==> config.mk <==
export PLATFORM = sky130hd
export DESIGN_NAME = dynamic_decoder_multi
export DESIGN_NICKNAME = d
export VERILOG_FILES = /design/src/rtl/dynamic_decoder_multi.sv
export SDC_FILE = /design/constraint.sdc
export NUM_CORES = 1
export LEC_CHECK = 0
export CAP_MARGIN = 0
export CORE_ASPECT_RATIO = 1.4
export CORE_MARGIN = 5
export CORE_UTILIZATION = 45
export CTS_CLUSTER_DIAMETER = 60
export DETAILED_ROUTE_END_ITERATION = 7
export GPL_TIMING_DRIVEN = 0
export PLACE_DENSITY = 0.8
export REMOVE_ABC_BUFFERS = 1
export SYNTH_ARGS = -nofsm -noshare
export SYNTH_HDL_FRONTEND = slang
export SYNTH_SLANG_ARGS = --single-unit
==> constraint.sdc <==
create_clock -name clk -period 4.96 [get_ports clk]
set_clock_uncertainty 0.05 [all_clocks]
set_input_delay 0.992 -clock clk [delete_from_list [all_inputs] [get_ports clk]]
set_output_delay 0.992 -clock clk [all_outputs]
set_load 0.02 [all_outputs]
==> src/rtl/dynamic_decoder_multi.sv <==
// Multi-lane dynamic decode stage: privilege/CSR fault check, bundle
// truncation at the first fault, sequential ID assignment, and a registered
// valid/ready output bundle.

package RV;
  typedef enum logic [1:0] {
    Off     = 2'd0,
    Initial = 2'd1,
    Clean   = 2'd2,
    Dirty   = 2'd3
  } xs_t;

  typedef enum logic [1:0] {
    PRIV_LVL_U = 2'b00,
    PRIV_LVL_S = 2'b01,
    PRIV_LVL_M = 2'b11
  } priv_lvl_t;
endpackage

package dd_pkg;
  typedef enum logic [2:0] {
    FU_NONE, FU_ALU, FU_BRANCH, FU_LSU, FU_CSR, FU_FPU
  } fu_t;

  typedef enum logic [3:0] {
    OP_NOP, OP_ADD, OP_SRET, OP_MRET, OP_DRET, OP_WFI, OP_FENCE_VMA, OP_FADD
  } op_t;

  typedef struct packed {
    fu_t        fu;
    op_t        op;
    logic [4:0] rd;
    logic [4:0] rs1;
    logic [4:0] rs2;
  } si_t;

  // ID field is sized for the widest supported counter; the upper bits
  // above ID_WIDTH are always zero.
  localparam int unsigned ID_MAX_W = 32;

  typedef struct packed {
    si_t                 si;
    logic                valid;
    logic [ID_MAX_W-1:0] id;
    logic                fault;
  } di_t;
endpackage

module dynamic_decoder_multi #(
  parameter int unsigned NLANES   = 2,
  parameter int unsigned ID_WIDTH = 20
) (
  input  logic                        clk,
  input  logic                        rst,
  input  logic                        valid_i,
  input  logic [NLANES-1:0]           lane_mask_i,
  input  dd_pkg::si_t [NLANES-1:0]    si_i,
  output logic                        ready_o,
  input  logic                        flush_i,
  input  RV::xs_t                     fs_i,
  input  RV::priv_lvl_t               priv_lvl_i,
  input  logic [2:0]                  frm_i,
  input  logic                        tvm_i,
  input  logic                        tw_i,
  input  logic                        tsr_i,
  input  logic                        debug_mode_i,
  output logic                        valid_o,
  input  logic                        ready_i,
  output dd_pkg::di_t [NLANES-1:0]    di_o,
  output logic [NLANES-1:0][2:0]      cause_o
);
  import RV::*;
  import dd_pkg::*;

  logic [ID_WIDTH-1:0]              cnt;
  logic [NLANES-1:0][2:0]           lane_cause;
  logic [NLANES-1:0]                surv;
  logic [NLANES-1:0]                lane_fault;
  logic [NLANES-1:0][2:0]           cause_n;
  logic [NLANES-1:0][ID_WIDTH-1:0]  lane_id;
  logic [ID_WIDTH-1:0]              n_surv;
  logic                             stop;
  logic                             accept;

  assign ready_o = !flush_i && (!valid_o || ready_i);
  assign accept  = valid_i && ready_o;

  // Per-lane fault cause; if/else order gives the lowest code priority.
  always_comb begin
    lane_cause = '0;
    for (int unsigned i = 0; i < NLANES; i++) begin
      if (si_i[i].op == OP_SRET &&
          (priv_lvl_i == PRIV_LVL_U || (priv_lvl_i == PRIV_LVL_S && tsr_i)))
        lane_cause[i] = 3'd1;
      else if (si_i[i].op == OP_MRET && priv_lvl_i != PRIV_LVL_M)
        lane_cause[i] = 3'd2;
      else if (si_i[i].op == OP_DRET && !debug_mode_i)
        lane_cause[i] = 3'd3;
      else if (si_i[i].op == OP_WFI &&
               (priv_lvl_i == PRIV_LVL_U || (priv_lvl_i == PRIV_LVL_S && tw_i)))
        lane_cause[i] = 3'd4;
      else if (si_i[i].op == OP_FENCE_VMA &&
               (priv_lvl_i == PRIV_LVL_U || (priv_lvl_i == PRIV_LVL_S && tvm_i)))
        lane_cause[i] = 3'd5;
      else if (si_i[i].fu == FU_FPU && fs_i == Off)
        lane_cause[i] = 3'd6;
      else if (si_i[i].fu == FU_FPU && frm_i >= 3'd5)
        lane_cause[i] = 3'd7;
    end
  end

  // Walk lanes in order: keep occupied lanes up to and including the first
  // faulting one, numbering survivors from the current counter.
  always_comb begin
    surv       = '0;
    lane_fault = '0;
    cause_n    = '0;
    lane_id    = '0;
    n_surv     = '0;
    stop       = 1'b0;
    for (int unsigned i = 0; i < NLANES; i++) begin
      if (lane_mask_i[i] && !stop) begin
        surv[i]    = 1'b1;
        lane_id[i] = cnt + n_surv;
        n_surv     = n_surv + ID_WIDTH'(1);
        if (lane_cause[i] != 3'd0) begin
          stop          = 1'b1;
          lane_fault[i] = 1'b1;
          cause_n[i]    = lane_cause[i];
        end
      end
    end
  end

  // Output register and ID counter; reset > flush > accept > transfer-out.
  always_ff @(posedge clk) begin
    if (rst) begin
      valid_o <= 1'b0;
      cnt     <= '0;
      di_o    <= '0;
      cause_o <= '0;
    end else if (flush_i) begin
      valid_o <= 1'b0;
      for (int unsigned i = 0; i < NLANES; i++) begin
        di_o[i].valid <= 1'b0;
      end
    end else if (accept) begin
      valid_o <= 1'b1;
      cnt     <= cnt + n_surv;
      cause_o <= cause_n;
      for (int unsigned i = 0; i < NLANES; i++) begin
        di_o[i].si    <= si_i[i];
        di_o[i].valid <= surv[i];
        di_o[i].id    <= ID_MAX_W'(lane_id[i]);
        di_o[i].fault <= lane_fault[i];
      end
    end else if (ready_i) begin
      valid_o <= 1'b0;
    end
  end

endmodule

==> results <==
- The run finished with clean final reports.
- By area, the combinational part of the netlist is dominated by simple AND/OR/NAND/NOR gates.
- The share of synthesized area occupied by flip-flops and latches is 44.8%.
- Synthesis inferred between 100 and 150 register bits.
- The worst register-to-register path begins at valid_o.
- At the later pin of the worst-skew pair, clock insertion delay measures about 0.4 ns.
- The multiplexer share of the synthesized area is less than 1%.
- The leakage power total is roughly 2.5 nW.
- STA classifies the critical path endpoint as a flop.
- The number of remaining DRC errors is 0.
- The initial antenna violation count is 0.
- The total number of vias is between 4000 and 5000.
- The clock-pin slew reported for the worst setup and hold paths after clock tree synthesis is 0.05 ns.
- The proportion of total power due to net switching is a little under a quarter.
- The half-perimeter wire length after detailed placement is approximately 10000 um.
- In the synthesized netlist the dominant register cell turns out to be sky130_fd_sc_hd__dfxtp_1.
- The core outline area is around 11000 um^2.
- In this run the horizontal extent of the chip is about 100 um.
- The final layout contains 844 nets.
- Port buffering added roughly 160 buffers.
- Summing the areas of all fa, ha and maj instances in the mapped netlist gives ~1.6% of the synthesized area.
- The number of max-slew violations in the final report came to 0.
- The final antenna-violating net count is 0.
- The number of detailed-routing iterations run before antenna repair is 4.
- After layout, the worst path uses 94.1% of the clock period.
- The length in cells of the worst reg-to-reg path is 7.
- The total routing usage reported by global routing is between 10% and 20%.
- The worst IR drop on VDD is between 0.2 and 0.25 mV.
- In this run the cell area of the synthesized design comes to ~5000 um^2.
- For this run, the number of Yosys warnings is 0.
- After technology mapping, the gate count stands at approximately 640.
- The synthesized netlist devotes 13.9% of its cell area to compound gates.
- Setup violations remaining at the end of the flow were counted as 0.
- The via-per-instance ratio is 5.13.
- The global route total overflow is 0.
- In this run the vertical extent of the chip is 136 um.
- The max-capacitance violation count is 0.
- The net switching power is 0.572 mW.
- The maximum buffer depth of the clock tree is 2.
- The final instance area is around 7200 um^2.
- The power after layout is roughly 2.4 mW.
- The fraction of power consumed by combinational cells is between 10% and 20%.
- After synthesis, the cell types taking the most area are sky130_fd_sc_hd__dfxtp_1 (45%), sky130_fd_sc_hd__nand2_1 (12%), sky130_fd_sc_hd__a21oi_1 (6.9%).
- In the synthesized netlist the async set-or-reset flop fraction comes to 0%.
- The buffer count from post-CTS setup fixing is 0.
- For flop-to-flop paths, the worst setup slack is between 2 and 2.5 ns.
- The die covers between 10000 and 15000 um^2.
- The worst setup path is launched from an input pin.
- Data on the critical path arrives at its endpoint at a little under 5 ns.
- Once placement finished, the instance area stood at between 6000 and 7000 um^2.
- After Yosys synthesis, XOR and XNOR cells account for between 6 and 7% of the synthesized area.
- The floorplan has 46 rows.
- The number of different library cells used by synthesis comes to just under 60.
- The violation count after the first detailed-routing iteration is roughly 190.
- The setup TNS is 0 ns.
- The minimum setup slack after placement is -0.184 ns.
- The last element of the critical path is cnt[16].
- The internal power of the cells totals roughly 1.8 mW.
- The TritonCTS clock tree is built.
- The count of endpoints failing hold in the final timing report is 0.
- The via count of the first global-routing pass is 4602.
- Setup slack on the critical path of the routed design comes to 0.292 ns.
- Entering global routing, the biggest net connects 92 pins.
- For this design the top-level I/O count stands at approximately 180.
- Routability-driven placement finished with a final weighted congestion of between 0.8 and 0.9.
- The worst-margin pin slew is approximately 0.99 ns.
- Summing the areas of all and, or, nand and nor instances in the mapped netlist gives 25.8% of the synthesized area.
- After the flow finishes, the layout carries non-filler instances totaling around 930.
- The worst setup path is of the input pin to flop kind.
- Static timing analysis puts the maximum clock frequency at approximately 210 MHz.
- The number of clock sinks is between 100 and 150.
- Counting the buffers created by CTS gives 17.
- In this run the power density over the cells is ~330 nW/um^2.
- The final layout contains routed wiring with a total length of 13500 um.
- The worst hold path passes through 2 cells.
- The clock root buffer master is sky130_fd_sc_hd__clkbuf_16.
- The average footprint of a synthesized cell is 7.98 um^2.
- The end of the worst register-to-register path is cnt[16].
- sky130_fd_sc_hd__dfxtp_1 takes more of the synthesized area than any other cell.
- The most critical setup path has its startpoint at si_i[15].
- The worst-path maximum fanout is 5.
- Counting flops with a built-in enable in the synthesized netlist gives 0.
- The clock period minus final worst setup slack is ~4.7 ns.
- The number of fill cells in the layout is slightly above 900.
- The count of placed standard cells including taps is about 900.
- The clock share of power is about 50%.
- Setup repair after global routing left no endpoint under its margin.
- Of the total power, registers draw between 40% and 50%.
- The final antenna diode count is 0.
- The initial core utilization is between 40% and 50%.
- The worst relative slew slack is between 30% and 40%.
- The kind of path behind the tightest hold check is flop to flop.
- The proportion of netlist area held by the largest area contributor is between 40% and 50%.
- The wire length of the first global-routing pass is 21600 um.
- The data required time of the critical path is 5.16 ns.
- The share of post-route cells with drive strength above 1 is about 7.4%.
- Compared with the post-synthesis result, the final layout area differs by 40.8%.
- The H-tree was split into 4 levels.
- The average routed wire per standard cell is ~14 um.
- The count of hold-fix buffers inserted at cts is 0.
[layer usage]
layer	wire length, um	vias to the layer above	track usage [%]
li1	-	2362	-
met1	4940	2196	19.7
met2	7160	173	36.2
met3	932	46	5.90
met4	457	0	9.81
met5	0	-	0
[flip-flops by register name, indices dropped and copies added (netlist names)]
name and cells:
valid_o 1, cnt 20, cause_o 6, di_o 88
[cells in the mapped netlist (all sizes together) (6+ instances only)]
library cell / n
nand2: 159
dfxtp: 115
a21oi: 71
nor2: 45
clkbuf: 37
buf: 32
nand3: 30
o21ai: 26
xnor2: 24
xor2: 12
nor3: 9
nand2b: 8
nor4: 8
nand4: 7
nor2b: 6
[cell type report]
cell class	count	area [um^2]	share of cell area, %
multi-input cells	478	2540	35.1
flip-flops and latches	115	2300	31.8
repair buffers	159	1610	22.3
clock buffers	19	453	6.26
well taps	144	180	2.49
clock inverters	12	131	1.82
inverters	5	18.8	0.259
[power by group through the flow]
stage	combinational, mW	clock, mW	sequential [mW]
floorplan	0.0854	0	0.998
finish	0.242	1.19	0.956
global placement	0.234	0	0.974
global route	0.261	1.25	0.958
CTS	0.242	1.21	0.956
detailed placement	0.241	0	0.976
[through the flow]
stage          utilization (%)  hold WS, ns
3_3_place_gp              58.6        0.385
5_1_grt                   64.2        0.415
6_report                  64.2        0.393
2_1_floorplan                -        0.401
3_5_place_dp              59.0        0.390
4_1_cts                   64.1        0.396
[how the worst min path moves through the flow]
stage,slack [ns],startpoint,end
2_1_floorplan,0.40,cnt[0],cnt[0]
3_3_place_gp,0.39,di_o[69],di_o[69]
3_5_place_dp,0.39,di_o[70],di_o[70]
4_1_cts,0.40,di_o[70],di_o[70]
5_1_grt,0.42,di_o[63],di_o[63]
6_report,0.39,di_o[70],di_o[70]
[cell families (layout without fill, tap and decap cells)]
family / count (synthesis) / after routing
buf+inv: 74 / 195
simple gates: 292 / 292
mux: 1 / 1
fa+ha+maj: 6 / 6
other cells: 1 / 24
flops: 115 / 115
xor+xnor: 36 / 36
compound gates: 119 / 119
[worst max-delay path, stage by stage]
cell                              delay (ns)
sky130_fd_sc_hd__clkdlybuf4s50_1        0.48
sky130_fd_sc_hd__or2_1                  0.29
sky130_fd_sc_hd__nor4_1                 0.44
sky130_fd_sc_hd__o211a_2                0.27
sky130_fd_sc_hd__o21a_1                 0.14
sky130_fd_sc_hd__nor2_1                 0.06
sky130_fd_sc_hd__and2_1                 0.17
sky130_fd_sc_hd__ha_1                   0.27
sky130_fd_sc_hd__ha_1                   0.16
sky130_fd_sc_hd__inv_1                  0.05
sky130_fd_sc_hd__fa_1                   0.44
sky130_fd_sc_hd__or4_1                  0.68
sky130_fd_sc_hd__nor3_2                 0.23
sky130_fd_sc_hd__xnor2_1                0.13
sky130_fd_sc_hd__nor2_1                 0.05
[what timing repair did]
item                       in CTS  in global routing
setup endpoints to repair       0                  2
resized for setup               0                  1
hold endpoints to repair        0                  0
[cells in the final DEF, fill, tap and decap left out, drive strengths merged, types with 9 or more instances in the layout]
cell type and count:
nor2 45, a21oi 71, clkdlybuf4s50 155, clkbuf 19, nor3 9, xor2 12, xnor2 24, o21ai 26
dfxtp 115, nand3 30, conb 24, nand2 159
No activity file was read; power rests on OpenSTA's default activity.
